File: config.mk
export PLATFORM = sky130hd
export DESIGN_NAME = mult32_op_ctrl
export DESIGN_NICKNAME = d
export VERILOG_FILES = /design/src/rtl/mult32_op_ctrl.sv
export SDC_FILE = /design/constraint.sdc
export NUM_CORES = 1
export LEC_CHECK = 0
export BUFFER_PORTS_ARGS = -buffer_cell sky130_fd_sc_hd__buf_2
export CAP_MARGIN = 20
export CORE_AREA = 2 2 136 270
export DETAILED_ROUTE_END_ITERATION = 10
export DIE_AREA = 0 0 138 272
export GPL_ROUTABILITY_DRIVEN = 0
export PLACE_DENSITY = 0.59
export SETUP_SLACK_MARGIN = 0.1
export SLEW_MARGIN = 10
export SYNTH_ARGS = -nofsm -noshare
export SYNTH_HDL_FRONTEND = slang
export SYNTH_SLANG_ARGS = --single-unit
File: constraint.sdc
create_clock -name clk -period 2.03 [get_ports clk]
set_clock_uncertainty 0.05 [all_clocks]
set_input_delay 0 -clock clk [delete_from_list [all_inputs] [get_ports clk]]
set_output_delay 0 -clock clk [all_outputs]
set_load 0.05 [all_outputs]
File: src/rtl/mult32_op_ctrl.sv
// mult32_op_ctrl: RV32M multiply sequencer for the single-cycle
// multiplier tree, with a one-entry product reuse cache.
module mult32_op_ctrl #(
  parameter int MUL_LAT  = 1,
  parameter int TAG_W    = 5,
  parameter bit CACHE_EN = 1'b1
) (
  input  logic             clk,
  input  logic             resetn,
  input  logic             flush,
  input  logic             req_valid,
  output logic             req_ready,
  input  logic [1:0]       req_op,
  input  logic [31:0]      req_rs1,
  input  logic [31:0]      req_rs2,
  input  logic [TAG_W-1:0] req_tag,
  output logic             dp_start,
  output logic [32:0]      dp_a,
  output logic [32:0]      dp_b,
  input  logic [63:0]      dp_product,
  output logic             resp_valid,
  input  logic             resp_ready,
  output logic [31:0]      resp_data,
  output logic [TAG_W-1:0] resp_tag,
  output logic             busy
);

  typedef enum logic [1:0] {
    IDLE,
    ISSUE,
    WAIT,
    RESP
  } state_t;

  localparam logic [2:0] CNT_INIT =
    (MUL_LAT > 0) ? 3'(MUL_LAT - 1) : 3'd0;
  localparam bit LAT0 = (MUL_LAT == 0);

  state_t           state;
  logic [2:0]       cnt;
  logic [1:0]       op_q;
  logic [31:0]      rs1_q;
  logic [31:0]      rs2_q;
  logic             sa_q;
  logic             sb_q;
  logic [TAG_W-1:0] tag_q;

  logic             c_vld;
  logic [63:0]      c_prod;
  logic [31:0]      c_rs1;
  logic [31:0]      c_rs2;
  logic             c_sa;
  logic             c_sb;

  logic sa;
  logic sb;
  logic hs;
  logic hit;
  logic smp;

  function automatic logic [31:0] pick(
    input logic [1:0]  op,
    input logic [63:0] p
  );
    return (op == 2'b00) ? p[31:0] : p[63:32];
  endfunction

  always_comb begin
    sa = 1'b0;
    sb = 1'b0;
    unique case (1'b1)
      (req_op == 2'b01): begin
        sa = 1'b1;
        sb = 1'b1;
      end
      (req_op == 2'b10): sa = 1'b1;
      default: ;
    endcase
  end

  assign req_ready = (state == IDLE) & ~flush;
  assign hs = req_valid & req_ready;

  // MUL's low word does not depend on signedness, so any cached pair serves it
  assign hit = CACHE_EN & c_vld
             & (req_rs1 == c_rs1)
             & (req_rs2 == c_rs2)
             & ((req_op == 2'b00) | ({sa, sb} == {c_sa, c_sb}));

  assign smp = ((state == ISSUE) & LAT0)
             | ((state == WAIT) & (cnt == 3'd0));

  always_ff @(posedge clk) begin
    if (!resetn) begin
      state      <= IDLE;
      cnt        <= 3'd0;
      op_q       <= 2'b00;
      rs1_q      <= '0;
      rs2_q      <= '0;
      sa_q       <= 1'b0;
      sb_q       <= 1'b0;
      tag_q      <= '0;
      c_vld      <= 1'b0;
      c_prod     <= '0;
      c_rs1      <= '0;
      c_rs2      <= '0;
      c_sa       <= 1'b0;
      c_sb       <= 1'b0;
      dp_start   <= 1'b0;
      dp_a       <= '0;
      dp_b       <= '0;
      resp_valid <= 1'b0;
      resp_data  <= '0;
      resp_tag   <= '0;
      busy       <= 1'b0;
    end else if (flush) begin
      state      <= IDLE;
      dp_start   <= 1'b0;
      resp_valid <= 1'b0;
      busy       <= 1'b0;
      c_vld      <= 1'b0;
    end else begin
      dp_start <= 1'b0;
      unique case (state)
        IDLE: begin
          if (hs) begin
            op_q  <= req_op;
            rs1_q <= req_rs1;
            rs2_q <= req_rs2;
            sa_q  <= sa;
            sb_q  <= sb;
            tag_q <= req_tag;
            busy  <= 1'b1;
            if (hit) begin
              resp_data  <= pick(req_op, c_prod);
              resp_tag   <= req_tag;
              resp_valid <= 1'b1;
              state      <= RESP;
            end else begin
              dp_start <= 1'b1;
              dp_a     <= {sa & req_rs1[31], req_rs1};
              dp_b     <= {sb & req_rs2[31], req_rs2};
              state    <= ISSUE;
            end
          end
        end
        ISSUE: begin
          if (!LAT0) begin
            cnt   <= CNT_INIT;
            state <= WAIT;
          end
        end
        WAIT: begin
          if (cnt != 3'd0) cnt <= cnt - 3'd1;
        end
        RESP: begin
          if (resp_ready) begin
            resp_valid <= 1'b0;
            busy       <= 1'b0;
            state      <= IDLE;
          end
        end
        default: state <= IDLE;
      endcase
      if (smp) begin
        resp_data  <= pick(op_q, dp_product);
        resp_tag   <= tag_q;
        resp_valid <= 1'b1;
        state      <= RESP;
        c_vld      <= CACHE_EN;
        c_prod     <= dp_product;
        c_rs1      <= rs1_q;
        c_rs2      <= rs2_q;
        c_sa       <= sa_q;
        c_sb       <= sb_q;
      end
    end
  end

endmodule

==> results.txt <==
The post-synthesis cell area came out at 14,000 um2. The TritonCTS sink count came out at 315. After legalization and detailed placement, the total HPWL measured 30,000 um. The count of final max-slew check failures is 0. The post-route worst hold slack is 61.9 ps. The share of cells above drive strength 1 came out at 0.200.

The remaining global-route overflow is 0. The number of global-route vias before repair came out at ~13,000. The most frequent cell after synthesis is sky130_fd_sc_hd__nand2_1. The H-tree depth reported by CTS is 1. The number of fill cells is 3,371. The total negative slack for setup checks came out at -22,100 ps. The first detailed-routing pass ran for 5 iterations. Yosys mapped a number of flops with a built-in enable equal to 0.

For this configuration, the core starts out at a cell density of 0.393. In the final routed layout, each cell accounts on average for 17.8 um. The count of yosys warnings during synthesis came out at 0. The first-pass GRT wire length came out at 70,600 um.

STA puts the critical path data required time at about 2500 ps. The worst-case setup margin in the final layout came out at -246 ps. The sum of routed wire length over all layers is approximately 46,000 um.

Timing analysis after detailed placement gives a worst setup slack of -495 ps. After floorplanning, the core was divided into 98 placement rows. The number of DRC markers in iteration 0 came out at 576. The flow ran to the end, but the final reports show violations. The clock slew seen by the registers of the worst setup and hold paths came out at 70 ps. The global router's overall resource usage came out at 0.234. The ratio of total power to cell area is 755 nW/um2. The overall die height is 272 um. In this run the horizontal extent of the chip is 138 um. The synthesized netlist net count is 1,846. In the final layout, the multi-input gates occupy 7230 um2. The initial antenna violation count came out at 0. The critical path is of the flip-flop to flip-flop type. The floorplan core area came out at 35,600 um2. The total number of nets in the final design came out at 2,232. The transition time of the tightest slew-check pin came out at 760 ps.

The number of endpoints failing setup at the final stage came out at between 100 and 150. Setup repair after global routing could not meet its margin everywhere. The signed area change from the synthesized netlist to the final layout is 34.6%.

The checks that failed: negative setup slack. The share of the clock period used by the worst path is 1.12. TritonCTS built the clock tree. The number of hold violations in the final report is 0. The flip-flop and latch area came out at around 6300 um2.

Of all nets on the critical path, the largest fanout is 34. In this run the tightest slew margin relative to its limit is 0.494. Clock latency on the worst-skew pair, taken at its later pin, is roughly 580 ps. The detailed-route via count is approximately 13,000.

The largest voltage drop on the vdd net came out at around 0.77 mV. Entering global routing, the biggest net connects 182 pins. The synthesized area per cell is 8.20 um2.

The root cell of the clock tree is sky130_fd_sc_hd__clkbuf_16. The total I/O pin count came out at between 200 and 250. The number of buffers on the longest clock path is 3. The DRC violation count after routing came out at 0. The cell count after synthesis came out at 1,702. Among all flip-flop cells after synthesis, the most frequent one is sky130_fd_sc_hd__dfxtp_1.

The number of antenna diodes in the final layout is 0. The type of the most critical hold path is primary input to flip-flop. The number of distinct library cells after synthesis is 40. The worst setup path is captured at a flip-flop. The per-cell via count in the routed design is ~5.0. The die area came out at 37,500 um2. The highest attainable clock frequency came out at 439 MHz. Yosys attributes the largest share of cell area to sky130_fd_sc_hd__dfxtp_1, sky130_fd_sc_hd__nand2_1, sky130_fd_sc_hd__a21boi_0, sky130_fd_sc_hd__mux2i_1, sky130_fd_sc_hd__clkbuf_1.

The clock buffer count from CTS came out at 30. Summed over all instances, the cell type with the most area after synthesis is sky130_fd_sc_hd__dfxtp_1. The standby leakage power came out at a little under 0.008 uW. The quantity of I/O buffers inserted on ports is 246. Sorting the synthesized cells by how often they occur yields sky130_fd_sc_hd__nand2_1, sky130_fd_sc_hd__dfxtp_1, sky130_fd_sc_hd__a21boi_0. Of the post-synthesis cell area, the dominant cell type holds 0.452. The worst path in the final design needs a cycle of 2280 ps, including I/O delays and setup.

For this run, the register share of the synthesized area comes to 0.452. After synthesis the netlist holds a flip-flop and latch count of 315. The worst path arrival time is 2690 ps.

The number of maximum-capacitance constraint violations is 0. The share of async-settable or async-resettable flops after synthesis is 0. The critical path launch point type is a flip-flop. The count of nets left with antenna violations after detail routing is 0.
==> state kept, by name (all words and copies together) (netlist names), 2 cells and up <==
name       count
c_prod        64
dp_a          33
dp_b          33
c_rs1         32
c_rs2         32
resp_data     32
rs1_q         32
rs2_q         32
resp_tag       5
tag_q          5
cnt            3
op_q           2
state          2
==> timing repair <==
item	in CTS	in global routing
pin swaps	18	2
endpoints found under the hold margin	247	0
buffers inserted	1	2
gates resized for setup	29	6
setup endpoints to repair	107	215
hold buffers	139	0
==> worst max-delay path, stage by stage (launching register included) <==
cell and delay (ps):
sky130_fd_sc_hd__dfxtp_2 330, sky130_fd_sc_hd__xnor2_2 200, sky130_fd_sc_hd__nand4_1 140, sky130_fd_sc_hd__or4_4 580, sky130_fd_sc_hd__nor3_4 220, sky130_fd_sc_hd__buf_4 160
sky130_fd_sc_hd__a21oi_4 80, sky130_fd_sc_hd__buf_12 190, sky130_fd_sc_hd__mux2i_1 160
==> cell type report <==
type	count	area share
inverter	15	0.00300
sequential	315	0.336
clock inverter	12	0.00946
clock buffer	43	0.0468
tap	450	0.0300
multi-input combinational	1246	0.385
timing repair buffer	480	0.190
==> power by group <==
part	switching [uW]	internal, uW
Clock	2530	3520
Combinational	1030	695
Sequential	78.1	6330
==> worst paths after layout <==
kind / startpoint / end / slack (ps) / cells after the start
max reg2reg: c_rs1[20] / dp_b[1] / -250 / 8
min: req_op[0] / sb_q / 60 / 5
max: c_rs1[20] / dp_b[1] / -250 / 8
min reg2reg: dp_b[17] / dp_b[17] / 400 / 2
==> per-layer routing <==
metal | routed length, um | GRT usage | vias to the layer above
met5 | 0 | 0 | -
met4 | 2130 | 0.111 | 0
met3 | 1620 | 0.0304 | 78
met2 | 25200 | 0.462 | 294
met1 | 16700 | 0.241 | 6160
li1 | - | - | 6387
==> cell usage in the layout, fill, tap and decap left out, types with 11 or more instances in the layout <==
| cell type | n |
|---|---|
| sky130_fd_sc_hd__buf_2 | 245 |
| sky130_fd_sc_hd__buf_4 | 72 |
| sky130_fd_sc_hd__xor2_1 | 27 |
| sky130_fd_sc_hd__xnor2_1 | 11 |
| sky130_fd_sc_hd__inv_1 | 15 |
| sky130_fd_sc_hd__dfxtp_1 | 311 |
| sky130_fd_sc_hd__buf_12 | 16 |
| sky130_fd_sc_hd__nor2_1 | 38 |
| sky130_fd_sc_hd__a21oi_1 | 38 |
| sky130_fd_sc_hd__dlygate4sd3_1 | 139 |
| sky130_fd_sc_hd__nor2b_1 | 19 |
| sky130_fd_sc_hd__nand2b_1 | 20 |
| sky130_fd_sc_hd__a21boi_0 | 204 |
| sky130_fd_sc_hd__nand2_1 | 602 |
| sky130_fd_sc_hd__clkbuf_16 | 30 |
| sky130_fd_sc_hd__o21ai_0 | 69 |
| sky130_fd_sc_hd__mux2i_1 | 130 |
==> stage by stage <==
step	cell area (um2)	util	std cells	power (uW)
after floorplan	14100	-	1702	7420
after global placement	16200	0.455	2364	8020
after detailed placement	16200	0.455	2364	8040
after CTS	18700	0.527	2559	14300
after global routing	18800	0.528	2561	14700
final	18800	0.528	2561	14200
==> kinds of logic (layout without fill, tap and decap cells) <==
kind of cell,after synthesis,after routing,synth area share
flip-flops,315,315,0.452
AO/OA/AOI/OAI,344,344,0.170
buffers and inverters,141,550,0.0427
adder cells (fa/ha/maj),4,4,0.00359
AND/OR/NAND/NOR,726,726,0.213
XOR/XNOR,42,42,0.0263
multiplexers,130,130,0.0932
No activity file was read; power rests on OpenSTA's default activity.
